<file path="config.mk">
export PLATFORM = sky130hd
export DESIGN_NAME = block_emitter
export DESIGN_NICKNAME = d
export VERILOG_FILES = /design/src/rtl/block_emitter_pkg.sv /design/src/rtl/block_token_rom.sv /design/src/rtl/block_emitter.sv
export SDC_FILE = /design/constraint.sdc
export NUM_CORES = 1
export LEC_CHECK = 0
export BUFFER_PORTS_ARGS = -buffer_cell sky130_fd_sc_hd__buf_4
export CAP_MARGIN = 25
export CORE_ASPECT_RATIO = 1.1
export CORE_UTILIZATION = 55
export DETAILED_ROUTE_END_ITERATION = 6
export GPL_ROUTABILITY_DRIVEN = 1
export PLACE_DENSITY = 0.78
export SLEW_MARGIN = 20
export SYNTH_ARGS = -nofsm -noshare
export SYNTH_HDL_FRONTEND = slang
export SYNTH_SLANG_ARGS = --single-unit
</file>
<file path="constraint.sdc">
create_clock -name clk -period 3 [get_ports clk]
set_input_delay 0.3 -clock clk [delete_from_list [all_inputs] [get_ports clk]]
set_output_delay 0.3 -clock clk [all_outputs]
set_load 0.05 [all_outputs]
</file>
<file path="src/rtl/block_emitter_pkg.sv">
// rtl/block_emitter_pkg.sv - opcodes, FSM states and ASCII constants for the block emitter
package block_emitter_pkg;

  localparam logic [1:0] OP_WORD  = 2'd0;
  localparam logic [1:0] OP_BEGIN = 2'd1;
  localparam logic [1:0] OP_END   = 2'd2;

  typedef enum logic [1:0] {
    S_IDLE = 2'd0,
    S_EMIT = 2'd1,
    S_SEP  = 2'd2
  } state_t;

  localparam logic [7:0] CH_SPACE    = 8'h20;
  localparam logic [7:0] CH_B        = 8'h62;
  localparam logic [7:0] CH_E        = 8'h65;
  localparam logic [7:0] CH_G        = 8'h67;
  localparam logic [7:0] CH_I        = 8'h69;
  localparam logic [7:0] CH_N        = 8'h6e;
  localparam logic [7:0] CH_D        = 8'h64;
  localparam logic [7:0] CASE_OFFSET = 8'h20;

  function automatic logic [7:0] apply_case(input logic [7:0] ch, input logic upper);
    return upper ? (ch - CASE_OFFSET) : ch;
  endfunction

endpackage

</file>
<file path="src/rtl/block_token_rom.sv">
// rtl/block_token_rom.sv - byte lookup for BEGIN/END/WORD tokens with last-index flag
module block_token_rom
  import block_emitter_pkg::*;
#(
  parameter int LEN_W = 4,
  parameter int IDX_W = 4
) (
  input  logic [1:0]       op,
  input  logic             upper,
  input  logic [IDX_W-1:0] index,
  input  logic [7:0]       fill,
  input  logic [LEN_W-1:0] len,
  output logic [7:0]       tok_byte,
  output logic             last
);

  logic [IDX_W:0] word_n;
  logic [IDX_W:0] pos;

  always_comb begin
    // A zero-length WORD still emits one fill byte.
    word_n   = (len == '0) ? (IDX_W+1)'(1) : (IDX_W+1)'(len);
    pos      = {1'b0, index} + (IDX_W+1)'(1);
    tok_byte = fill;
    last     = 1'b0;
    case (op)
      OP_BEGIN: begin
        case (index)
          IDX_W'(0): tok_byte = apply_case(CH_B, upper);
          IDX_W'(1): tok_byte = apply_case(CH_E, upper);
          IDX_W'(2): tok_byte = apply_case(CH_G, upper);
          IDX_W'(3): tok_byte = apply_case(CH_I, upper);
          default:   tok_byte = apply_case(CH_N, upper);
        endcase
        last = (index == IDX_W'(4));
      end
      OP_END: begin
        case (index)
          IDX_W'(0): tok_byte = apply_case(CH_E, upper);
          IDX_W'(1): tok_byte = apply_case(CH_N, upper);
          default:   tok_byte = apply_case(CH_D, upper);
        endcase
        last = (index == IDX_W'(2));
      end
      default: begin
        tok_byte = fill;
        last     = (pos >= word_n);
      end
    endcase
  end

endmodule

</file>
<file path="src/rtl/block_emitter.sv">
// rtl/block_emitter.sv - token-to-byte serializer with nesting-depth tracking
module block_emitter
  import block_emitter_pkg::*;
#(
  parameter int DEPTH_W = 8,
  parameter int LEN_W   = 4
) (
  input  logic               clk,
  input  logic               reset,
  input  logic               cmd_valid,
  output logic               cmd_ready,
  input  logic [1:0]         cmd_op,
  input  logic               cmd_upper,
  input  logic [7:0]         cmd_char,
  input  logic [LEN_W-1:0]   cmd_len,
  output logic [7:0]         out,
  output logic               out_valid,
  output logic [DEPTH_W-1:0] depth,
  output logic               balanced,
  output logic               underflow,
  output logic               overflow
);

  // BEGIN needs indices 0..4, so the index counter is never narrower than 3 bits.
  localparam int IDX_W = (LEN_W < 3) ? 3 : LEN_W;
  localparam logic [DEPTH_W-1:0] DEPTH_MAX = '1;

  state_t           state;
  logic [1:0]       op_q;
  logic             upper_q;
  logic [7:0]       char_q;
  logic [LEN_W-1:0] len_q;
  logic [IDX_W-1:0] idx;
  logic             last_q;

  logic             accept;
  logic [1:0]       rom_op;
  logic             rom_upper;
  logic [7:0]       rom_fill;
  logic [LEN_W-1:0] rom_len;
  logic [IDX_W-1:0] rom_index;
  logic [7:0]       rom_byte;
  logic             rom_last;

  assign accept   = cmd_valid && cmd_ready;
  assign balanced = (depth == '0) && !underflow;

  // On accept the ROM looks up byte 0 of the incoming command; otherwise the next byte of the latched one.
  assign rom_op    = accept ? cmd_op    : op_q;
  assign rom_upper = accept ? cmd_upper : upper_q;
  assign rom_fill  = accept ? cmd_char  : char_q;
  assign rom_len   = accept ? cmd_len   : len_q;
  assign rom_index = accept ? '0 : (idx + IDX_W'(1));

  block_token_rom #(
    .LEN_W (LEN_W),
    .IDX_W (IDX_W)
  ) u_rom (
    .op       (rom_op),
    .upper    (rom_upper),
    .index    (rom_index),
    .fill     (rom_fill),
    .len      (rom_len),
    .tok_byte (rom_byte),
    .last     (rom_last)
  );

  always_ff @(posedge clk or posedge reset) begin
    if (reset) begin
      state     <= S_IDLE;
      cmd_ready <= 1'b1;
      out       <= 8'h00;
      out_valid <= 1'b0;
      depth     <= '0;
      underflow <= 1'b0;
      overflow  <= 1'b0;
      op_q      <= OP_WORD;
      upper_q   <= 1'b0;
      char_q    <= 8'h00;
      len_q     <= '0;
      idx       <= '0;
      last_q    <= 1'b0;
    end else begin
      if (accept) begin
        op_q    <= cmd_op;
        upper_q <= cmd_upper;
        char_q  <= cmd_char;
        len_q   <= cmd_len;
        case (cmd_op)
          OP_BEGIN: begin
            if (depth == DEPTH_MAX) overflow <= 1'b1;
            else                    depth    <= depth + DEPTH_W'(1);
          end
          OP_END: begin
            if (depth == '0) underflow <= 1'b1;
            else             depth     <= depth - DEPTH_W'(1);
          end
          default: ;
        endcase
      end

      case (state)
        S_EMIT: begin
          if (last_q) begin
            state     <= S_SEP;
            out       <= CH_SPACE;
            out_valid <= 1'b1;
            cmd_ready <= 1'b1;
          end else begin
            idx    <= rom_index;
            out    <= rom_byte;
            last_q <= rom_last;
          end
        end
        default: begin
          if (accept) begin
            state     <= S_EMIT;
            idx       <= '0;
            out       <= rom_byte;
            last_q    <= rom_last;
            out_valid <= 1'b1;
            cmd_ready <= 1'b0;
          end else begin
            state     <= S_IDLE;
            out       <= 8'h00;
            out_valid <= 1'b0;
            cmd_ready <= 1'b1;
          end
        end
      endcase
    end
  end

endmodule

</file>
==> metrics, run 1 <==
result of the run=completed; R2R Path End=last_q$_DFFE_PP0P_; Buffers on Ports=38; sequential-to-total area share from yosys stat=0.4649; CP arrival=2.75 ns; asr flop ratio synth=1.000; number of cells traversed by the worst register-to-register path=10; full die area=4376 um2; largest net degree at the start of global routing=43; die boundary height=69.28 um; internal power=0.001543 W; summed instance area of the synthesized netlist=2263 um2; Post-CTS Setup Repair Bufs=0; pre-CTS setup slack=0.4114 ns; clock latency of the later-clocked register in the worst-skew pair=0.29 ns; number of violations of the max-capacitance limit=0; worst clock skew=0.008530 ns; root cell of the clock tree=sky130_fd_sc_hd__clkbuf_8; number of placed I/O pins=39; post-route clock period utilization=0.8597; setup slack of the worst register-to-register path=0.42 ns; Worst Hold Class=in2async; fraction of layout cells with a size suffix above 1=0.2042; total DRC errors in the routed layout=0; wire length of the first global-routing pass=8004 um; clk sink count=42; part of the power in the clock network=0.128; number of instances in the synthesized netlist=241; CP Launch Type=flop; count of final max-slew check failures=0; net count of the finished layout=317; remaining number of nets flagged by the antenna check after routing=0; flops & latches, synth=42; TritonCTS Buffers=5; ys flop type=sky130_fd_sc_hd__dfrtp_1; normalized max-slew margin=0.4686; aggregate global routing overflow=0; worst vdd rail ir drop=0.0009002 V; final weighted congestion in routability-driven placement=0.8456; count of endpoints failing setup in the final report=0; total of cells resized after clock tree synthesis=0; CTS HTree Levels=2; aggregate global-route resource usage=0.2347; count of TritonRoute iterations in the first routing pass=4; post-DR vias/cell=5.393; Max Freq=387.7 MHz; Pleak=1.392 nW; required time of the critical path=3.18 ns; overall die width=63.17 um; number of enable flip-flop cells after synthesis=0; total negative slack=0 ns; Power Dens Cells=1097 nW/um2; proportion of power drawn by flip-flops and latches=0.320; Site Rows=24; Crit Path Category=reg2reg; Synth area leaders=sky130_fd_sc_hd__dfrtp_1 45%, sky130_fd_sc_hd__nand2_1 8.5%, sky130_fd_sc_hd__ha_1 8.3%; net switching component of the power=0.001404 W; Core ar.=3964 um2; area share of the largest cell type after synthesis=0.4533; switching portion of total power=0.4765; share of total power in combinational logic=0.553; Worst Tran Pin Value=0.7952 ns; cts hold-fix bufs=0; capturing element type of the critical path=flop; number of buffers between clock root and the deepest sink=2; worst setup slack after layout=0.4209 ns; final-layout worst hold slack=0.1329 ns; final wirelength=4521 um; antenna cell count=0; TritonCTS clock tree=done; starting density of the core=0.5710; most frequent cell after synthesis=sky130_fd_sc_hd__nand2_1; top fanout value on the critical path=20; number of library cell types mapped by synthesis=39; startpoint of the most critical register-to-register path=cmd_ready$_DFFE_PP1P_; mean instance size in the synthesized netlist=9.392 um2; post-synthesis to final-layout area growth=18.68%; via count of the first global-routing pass=1780; initial antenna violation count=0; cell accounting for the most synthesized area=sky130_fd_sc_hd__dfrtp_1; Worst-path clk slew=0.08 ns; number of violations reported at the end of detailed-routing iteration 0=73; commonest cells in the synthesized netlist=51 x sky130_fd_sc_hd__nand2_1, 41 x sky130_fd_sc_hd__dfrtp_1, 16 x sky130_fd_sc_hd__inv_1; Synth Warn #=0; final period demand of the worst path=2.579 ns; RSZ-0062 raised after global routing=no; total number of vias=1812; detail-routed net length per standard cell=13.46 um; hpwl dp=3306 um; final hold vios=0; total nets after synthesis=275
==> flip-flops by register name, summed over array words and instances (netlist names), 2 cells and up <==
signal,flops
char_q,8
len_q,4
idx,4
depth,8
out,8
state,2
op_q,2
==> worst max-delay path: stages, from the launching register on <==
cell	delay, ns
sky130_fd_sc_hd__dfstp_2	0.55
sky130_fd_sc_hd__nand2_1	0.46
sky130_fd_sc_hd__mux2i_1	0.47
sky130_fd_sc_hd__a31o_2	0.21
sky130_fd_sc_hd__ha_1	0.21
sky130_fd_sc_hd__inv_1	0.05
sky130_fd_sc_hd__a21boi_0	0.06
sky130_fd_sc_hd__o21ai_0	0.14
sky130_fd_sc_hd__a21oi_1	0.08
sky130_fd_sc_hd__o21ai_0	0.12
sky130_fd_sc_hd__o21ai_0	0.10
==> worst max-delay path by stage <==
stage	from	end	cells after the start
floorplan	depth[5]$_DFFE_PP0P_	balanced	2
detailed placement	cmd_ready$_DFFE_PP1P_	last_q$_DFFE_PP0P_	10
global placement	cmd_ready$_DFFE_PP1P_	last_q$_DFFE_PP0P_	10
global route	cmd_ready$_DFFE_PP1P_	last_q$_DFFE_PP0P_	10
CTS	cmd_ready$_DFFE_PP1P_	last_q$_DFFE_PP0P_	10
finish	cmd_ready$_DFFE_PP1P_	last_q$_DFFE_PP0P_	10
==> cells in the final DEF, fill, tap and decap left out, types with 4 or more instances in the layout <==
master                     instances
sky130_fd_sc_hd__nand3_1           5
sky130_fd_sc_hd__xnor2_1           5
sky130_fd_sc_hd__mux2i_1           7
sky130_fd_sc_hd__nor3_1            9
sky130_fd_sc_hd__a31oi_1           4
sky130_fd_sc_hd__ha_1             15
sky130_fd_sc_hd__dfrtp_1          41
sky130_fd_sc_hd__clkbuf_8          6
sky130_fd_sc_hd__o21ai_0          14
sky130_fd_sc_hd__nor2_1           11
sky130_fd_sc_hd__inv_1            16
sky130_fd_sc_hd__xor2_1            4
sky130_fd_sc_hd__nand2_1          51
sky130_fd_sc_hd__buf_4            41
sky130_fd_sc_hd__o21ai_2           4
sky130_fd_sc_hd__a21oi_1          11
==> routing by layer <==
metal	wire (um)	vias to the layer above	global-route usage
li1	-	914	-
met4	55	0	0.1008
met1	2207	850	0.3143
met5	0	-	0
met3	200	4	0.05428
met2	2058	44	0.3632
==> kinds of logic after synthesis <==
logic type	after synthesis	synth area share
flops	42	0.4649
compound gates	51	0.1476
xor+xnor	9	0.03482
mux	7	0.03096
buf+inv	22	0.04478
simple gates	94	0.1852
fa+ha+maj	16	0.09176
==> cell type report <==
| cell class | instances | area (um2) |
|---|---|---|
| fill | 352 | 1277 |
| multi-input combinational | 177 | 1110 |
| sequential | 42 | 1052 |
| timing repair buffer | 41 | 307.8 |
| clock buffer | 7 | 86.33 |
| tap | 52 | 65.06 |
| inverter | 16 | 60.06 |
| clock inverter | 1 | 5.005 |
==> metrics by stage <==
stage          std cells  power (W)  instance area, um2  utilization
2_1_floorplan        241   0.002159                2263            -
3_3_place_gp         328   0.002545                2595       0.6547
3_5_place_dp         328   0.002581                2595       0.6547
4_1_cts              336   0.002958                2686       0.6777
5_1_grt              336   0.003162                2686       0.6777
6_report             336   0.002947                2686       0.6777
==> power by group through the flow <==
stage          sequential, W  clock (W)  combinational (W)
6_report            0.000943   0.000376            0.00163
5_1_grt             0.000971   0.000402            0.00179
2_1_floorplan        0.00130          0           0.000855
4_1_cts             0.000940   0.000382            0.00164
3_3_place_gp        0.000944          0            0.00160
3_5_place_dp        0.000952          0            0.00163
(Power assumes the default switching activity.)
==> run 2, diff against run 1 <==
--- a/config.mk
+++ b/config.mk
@@ -11,8 +11,9 @@
 export CORE_UTILIZATION = 55
 export DETAILED_ROUTE_END_ITERATION = 6
 export GPL_ROUTABILITY_DRIVEN = 1
+export GPL_TIMING_DRIVEN = 0
 export PLACE_DENSITY = 0.78
-export SLEW_MARGIN = 20
+export SLEW_MARGIN = 25
 export SYNTH_ARGS = -nofsm -noshare
 export SYNTH_HDL_FRONTEND = slang
 export SYNTH_SLANG_ARGS = --single-unit
==> run 2 against run 1 <==
Effect of this change:
- the flow now finishes with violations (hold timing)
- count of clock-buffer cells in the layout unchanged
- first-iteration DRC count up 82%
- global-route usage down 0.47 points
- design area up 1.4%
- register-to-register slack worse by 0.096 ns
- critical path depth down 2
- utilization up 0.98 points
- sequential share of layout area down 0.56 points
- sequential power about the same
- critical path type unchanged
- worst setup slack worse by 0.096 ns
- critical endpoint is now out[5]$_DFF_PP0_
==> metrics, run 2 (synthesized netlist as in run 1, its figures left out) <==
final period demand of the worst path=2.675 ns (+0.09594 ns); count of TritonRoute iterations in the first routing pass=4 (unchanged); top fanout value on the critical path=10 (-50%); starting density of the core=0.5710 (unchanged); Crit Path Category=reg2reg; total number of vias=1856 (+2.4%); Post-CTS Setup Repair Bufs=0 (unchanged); R2R Path End=out[5]$_DFF_PP0_; antenna cell count=0 (unchanged); violated checks=hold timing; wire length of the first global-routing pass=7866 um (-1.7%); result of the run=finished with violations; total of cells resized after clock tree synthesis=0 (unchanged); CP Launch Type=flop; largest net degree at the start of global routing=27 (-37%); net switching component of the power=0.001426 W (+1.5%); number of violations reported at the end of detailed-routing iteration 0=133 (+82%); Worst-path clk slew=0.08 ns (about the same); total negative slack=0 ns (unchanged); capturing element type of the critical path=flop; full die area=4376 um2 (unchanged); Core ar.=3964 um2 (unchanged); CTS HTree Levels=2 (unchanged); net count of the finished layout=321 (+1.3%); share of the core filled with cells=0.6875 (+0.009785); final hold vios=14 (+14); startpoint of the most critical register-to-register path=cmd_ready$_DFFE_PP1P_; most common cell after layout, fill and taps aside=sky130_fd_sc_hd__nand2_1; total DRC errors in the routed layout=0 (unchanged); aggregate global routing overflow=0 (unchanged); layout filler cell count=345 (-2.0%); switching portion of total power=0.4783 (+0.001806); overall die width=63.17 um (unchanged); Worst Tran Pin Value=0.5603 ns (-0.2350 ns); proportion of power drawn by flip-flops and latches=0.316 (-0.004); die boundary height=69.28 um (unchanged); clock latency of the later-clocked register in the worst-skew pair=0.29 ns (about the same); post-route clock period utilization=0.8917 (+0.03198); normalized max-slew margin=0.6265 (+0.1579); worst-path cell with the longest stage delay=sky130_fd_sc_hd__buf_1; hpwl dp=3495 um (+5.7%); share of total power in combinational logic=0.560 (+0.007); initial antenna violation count=0 (unchanged); Regs by FF count=char_q: 8 flops, depth: 8 flops, out: 8 flops; number of buffers between clock root and the deepest sink=2 (unchanged); aggregate global-route resource usage=0.2300 (-0.004736); TritonCTS clock tree=done; worst stage delay on the critical path=0.47 ns (-0.08 ns); Pleak=1.408 nW (+1.1%); part of the power in the clock network=0.124 (-0.004); detail-routed net length per standard cell=13.76 um (+2.3%); remaining number of nets flagged by the antenna check after routing=0 (unchanged); via count of the first global-routing pass=1727 (-3.0%); worst setup slack after layout=0.3250 ns (-0.09595 ns); setup slack of the worst register-to-register path=0.33 ns (-0.10 ns); final weighted congestion in routability-driven placement=0.8886 (+5.1%); final wirelength=4678 um (+3.5%); internal power=0.001555 W (+0.80%); number of cells traversed by the worst register-to-register path=8 (-2); required time of the critical path=3.23 ns (+0.05 ns); Buffers on Ports=38 (unchanged); leading cell types in the layout, fill and taps excluded=51 x sky130_fd_sc_hd__nand2_1, 41 x sky130_fd_sc_hd__dfrtp_1, 38 x sky130_fd_sc_hd__buf_4; Power Dens Cells=1094 nW/um2 (-0.30%); worst clock skew=0.007702 ns (-0.0008286 ns); count of final max-slew check failures=0 (unchanged); number of violations of the max-capacitance limit=0 (unchanged); cells along the critical path=nand2_1 -> buf_1 -> mux2i_1 -> inv_1 -> ha_1 -> clkbuf_1 -> o31ai_1 -> a21o_1; root cell of the clock tree=sky130_fd_sc_hd__clkbuf_8; cts hold-fix bufs=0 (unchanged); post-DR vias/cell=5.459 (+1.2%); worst vdd rail ir drop=0.0005759 V (-36%); final-layout worst hold slack=-0.008136 ns (-0.1410 ns); RSZ-0062 raised after global routing=no; Max Freq=373.8 MHz (-3.6%); Site Rows=24 (unchanged); pre-CTS setup slack=0.3001 ns (-0.1113 ns); fraction of layout cells with a size suffix above 1=0.2083 (+0.004108); post-synthesis to final-layout area growth=20.40%; number of placed I/O pins=39 (unchanged); Worst Hold Class=in2async; CP arrival=2.90 ns (+0.15 ns); family with the most delay on the worst path=buffers and inverters; count of endpoints failing setup in the final report=0 (unchanged); buffers plus inverters on the worst setup path=3 (+2); clk sink count=42 (unchanged); TritonCTS Buffers=5 (unchanged)
run 2: layout make-up:
type | count | area [um2] | share of cell area
Tap cell | 52 | 65.06 | 0.02388
Clock inverter | 1 | 5.005 | 0.001837
Buffer | 6 | 41.29 | 0.01515
Timing Repair Buffer | 39 | 305.3 | 0.1120
Multi-Input combinational cell | 177 | 1110 | 0.4073
Clock buffer | 7 | 86.33 | 0.03168
Inverter | 16 | 60.06 | 0.02204
Sequential cell | 42 | 1052 | 0.3861
run 2: worst max-delay path by stage:
stage                                      from            endpoint  cells after the start
final                     cmd_ready$_DFFE_PP1P_    out[5]$_DFF_PP0_                      8
after global routing      cmd_ready$_DFFE_PP1P_  last_q$_DFFE_PP0P_                     13
after CTS                 cmd_ready$_DFFE_PP1P_    out[5]$_DFF_PP0_                      8
after detailed placement              cmd_valid    out[5]$_DFF_PP0_                      9
after global placement                cmd_valid    out[5]$_DFF_PP0_                      9
after floorplan            depth[5]$_DFFE_PP0P_            balanced                      2
run 2: stage by stage:
stage	instance area [um2]	cells	power [W]
3_3_place_gp	2614	331	0.002557
3_5_place_dp	2634	332	0.002607
6_report	2725	340	0.002981
4_1_cts	2725	340	0.002980
2_1_floorplan	2263	241	0.002159
5_1_grt	2725	340	0.003191
run 2: layer usage:
| metal | global-route usage | wire (um) | vias up |
|---|---|---|---|
| met3 | 0.03783 | 186 | 5 |
| met4 | 0.08269 | 44 | 0 |
| li1 | - | - | 915 |
| met2 | 0.3668 | 2226 | 52 |
| met5 | 0 | 0 | - |
| met1 | 0.3145 | 2220 | 884 |
run 2: power by group through the flow:
stage,logic (W),registers (W),clock network [W]
2_1_floorplan,0.000855,0.00130,0
3_5_place_dp,0.00166,0.000948,0
3_3_place_gp,0.00162,0.000941,0
4_1_cts,0.00167,0.000940,0.000374
5_1_grt,0.00183,0.000968,0.000398
6_report,0.00167,0.000942,0.000370
==> run 3, diff against run 2 <==
--- a/config.mk
+++ b/config.mk
@@ -8,11 +8,11 @@
 export BUFFER_PORTS_ARGS = -buffer_cell sky130_fd_sc_hd__buf_4
 export CAP_MARGIN = 25
 export CORE_ASPECT_RATIO = 1.1
-export CORE_UTILIZATION = 55
+export CORE_UTILIZATION = 50
 export DETAILED_ROUTE_END_ITERATION = 6
 export GPL_ROUTABILITY_DRIVEN = 1
 export GPL_TIMING_DRIVEN = 0
-export PLACE_DENSITY = 0.78
+export PLACE_DENSITY = 0.75
 export SLEW_MARGIN = 25
 export SYNTH_ARGS = -nofsm -noshare
 export SYNTH_HDL_FRONTEND = slang
==> constraint.sdc (replaced) <==
create_clock -name clk -period 2.35 [get_ports clk]
set_input_delay 0.235 -clock clk [delete_from_list [all_inputs] [get_ports clk]]
set_output_delay 0.235 -clock clk [all_outputs]
set_load 0.05 [all_outputs]
==> run 3 against run 2 <==
Effect of this change:
- the run now ends clean
- global-route usage increased by 0.41 points
- critical path depth stayed put
- combinational power up 34%
- utilization decreased by 1.9 points
- routed wire length increased by 6.0%
- first-iteration DRC count fell by 30%
- non-clock buffer count increased by 1
- worst hold slack better by 0.15 ns
- design area increased by 5.9%
- total power up 40%
- clock skew about the same
- cell count rose by 0.88%
==> metrics, run 3 (synthesized netlist as in run 1, its figures left out) <==
via count of the first global-routing pass=1831 (+6.0%); number of violations of the max-capacitance limit=0 (unchanged); final hold vios=0 (-14); pre-CTS setup slack=-0.3064 ns (-0.6065 ns); worst setup slack after layout=0.1364 ns (-0.1886 ns); wire length of the first global-routing pass=8397 um (+6.8%); overall die width=66.15 um (+4.7%); sequential standard cell area=1054 um2 (+0.12%); total area of multi-input combinational cells=1171 um2 (+5.5%); count of endpoints failing setup in the final report=0 (unchanged); CP arrival=2.45 ns (-0.45 ns); antenna cell count=0 (unchanged); Power Dens Cells=1446 nW/um2 (+32%); largest net degree at the start of global routing=25 (-7.4%); number of buffers between clock root and the deepest sink=2 (unchanged); Site Rows=25 (+4.2%); Pleak=1.450 nW (+3.0%); remaining number of nets flagged by the antenna check after routing=0 (unchanged); capturing element type of the critical path=flop; aggregate global-route resource usage=0.2340 (+0.004088); worst clock skew=0.007937 ns (+0.0002349 ns); final wirelength=4960 um (+6.0%); area post-placement=2650 um2 (+0.62%); Worst Hold Class=in2reg; post-route clock period utilization=0.9420 (+0.05030); leading cell types in the layout, fill and taps excluded=50 x sky130_fd_sc_hd__nand2_1, 40 x sky130_fd_sc_hd__dfrtp_1, 39 x sky130_fd_sc_hd__buf_4; Max Freq=451.7 MHz (+21%); most common cell after layout, fill and taps aside=sky130_fd_sc_hd__nand2_1; count of final max-slew check failures=0 (unchanged); Post-Layout Inst Area=2887 um2 (+5.9%); net count of the finished layout=322 (+0.31%); count of TritonRoute iterations in the first routing pass=4 (unchanged); top fanout value on the critical path=10 (unchanged); worst vdd rail ir drop=0.0008224 V (+43%); fraction of layout cells with a size suffix above 1=0.2595 (+0.05118); clk sink count=42 (unchanged); normalized max-slew margin=0.7027 (+0.07621); layout filler cell count=367 (+6.4%); clock latency of the later-clocked register in the worst-skew pair=0.30 ns (about the same); Crit Path Category=reg2reg; Regs by FF count=char_q: 8 flops, depth: 8 flops, out: 8 flops; post-DR vias/cell=5.376 (-1.5%); Total Power Consumption=0.004173 W (+40%); share of the core filled with cells=0.6687 (-0.01880); required time of the critical path=2.59 ns (-0.64 ns); final weighted congestion in routability-driven placement=0.8905 (+0.21%); Buffers on Ports=38 (unchanged); post-synthesis to final-layout area growth=27.53%; initial antenna violation count=0 (unchanged); CTS HTree Levels=2 (unchanged); CP Launch Type=flop; Worst-path clk slew=0.08 ns (about the same); number of placed I/O pins=39 (unchanged); TritonCTS clock tree=done; Core ar.=4317 um2 (+8.9%); full die area=4800 um2 (+9.7%); TritonCTS Buffers=5 (unchanged); Post-CTS Setup Repair Bufs=0 (unchanged); number of violations reported at the end of detailed-routing iteration 0=93 (-30%); result of the run=completed; final period demand of the worst path=2.214 ns (-0.4614 ns); detail-routed net length per standard cell=14.46 um (+5.1%); root cell of the clock tree=sky130_fd_sc_hd__clkbuf_8; total DRC errors in the routed layout=0 (unchanged); aggregate global routing overflow=0 (unchanged); die boundary height=72.57 um (+4.7%); total negative slack=0 ns (unchanged); total number of vias=1844 (-0.65%); starting density of the core=0.5243 (-0.04667); Worst Tran Pin Value=0.4453 ns (-0.1150 ns); RSZ-0062 raised after global routing=no; hpwl dp=3506 um (+0.32%)
==> run 3: cell count changes in the layout (fill, tap and decap cells not counted), sizes merged <==
cell,change
bufinv,+2
clkbuf,-1
clkinv,-1
dlygate4sd3,+1
==> run 3: per-layer routing <==
layer,share of wire,GRT usage,vias up
met1,0.45,0.3085,869
li1,-,-,919
met5,0,0,-
met2,0.48,0.3730,48
met3,0.045,0.04403,8
met4,0.021,0.1064,0
==> run 3: report_power, final <==
| group | internal (W) | switching [W] | total [W] | leakage, nW |
|---|---|---|---|---|
| registers | 0.00101 | 0.000211 | 0.00122 | 0.524 |
| logic | 0.000818 | 0.00142 | 0.00224 | 0.854 |
| clock network | 0.000453 | 0.000260 | 0.000713 | 0.0714 |
==> run 3: worst max-delay path, stage by stage (launching register included) <==
cell,delay (ns)
sky130_fd_sc_hd__dfstp_2,0.57
sky130_fd_sc_hd__nand2_2,0.11
sky130_fd_sc_hd__buf_4,0.21
sky130_fd_sc_hd__mux2i_2,0.22
sky130_fd_sc_hd__inv_1,0.08
sky130_fd_sc_hd__ha_1,0.30
sky130_fd_sc_hd__clkbuf_4,0.21
sky130_fd_sc_hd__o31ai_4,0.29
sky130_fd_sc_hd__a21o_1,0.15
==> run 3: final cells by class <==
type                       count  area share
inverter                      16     0.02081
multi-input combinational    177      0.4057
sequential                    42      0.3650
clock buffer                   6     0.02861
timing repair buffer          40      0.1118
clock inverter                 2     0.02081
buffer                         6     0.02384
tap                           54     0.02341
==> run 3: final timing paths <==
check	from	to	slack [ns]	cells past startpoint
hold reg to reg	char_q[4]$_DFF_PP0_	char_q[4]$_DFF_PP0_	0.47	2
setup / recovery	cmd_ready$_DFFE_PP1P_	out[5]$_DFF_PP0_	0.14	8
max in group asynchronous	reset	cmd_ready$_DFFE_PP1P_	1.31	4
hold / removal	cmd_char[4]	char_q[4]$_DFF_PP0_	0.14	3
setup reg to reg	cmd_ready$_DFFE_PP1P_	out[5]$_DFF_PP0_	0.14	8
min in group asynchronous	reset	char_q[4]$_DFF_PP0_	0.49	3
==> run 3: metrics by stage <==
step           hold slack (ns)  instances
2_1_floorplan           0.3540        241
3_3_place_gp            0.4471        333
3_5_place_dp            0.2707        334
4_1_cts                 0.1414        343
5_1_grt                 0.1582        343
6_report                0.1399        343
==> run 3: repair_timing <==
| action | in CTS | in global routing |
|---|---|---|
| hold buffers | 1 | 0 |
| endpoints found under the hold margin | 18 | 0 |
| resized for setup | 8 | 19 |
| cloned | 0 | 0 |
| setup endpoints to repair | 9 | 5 |
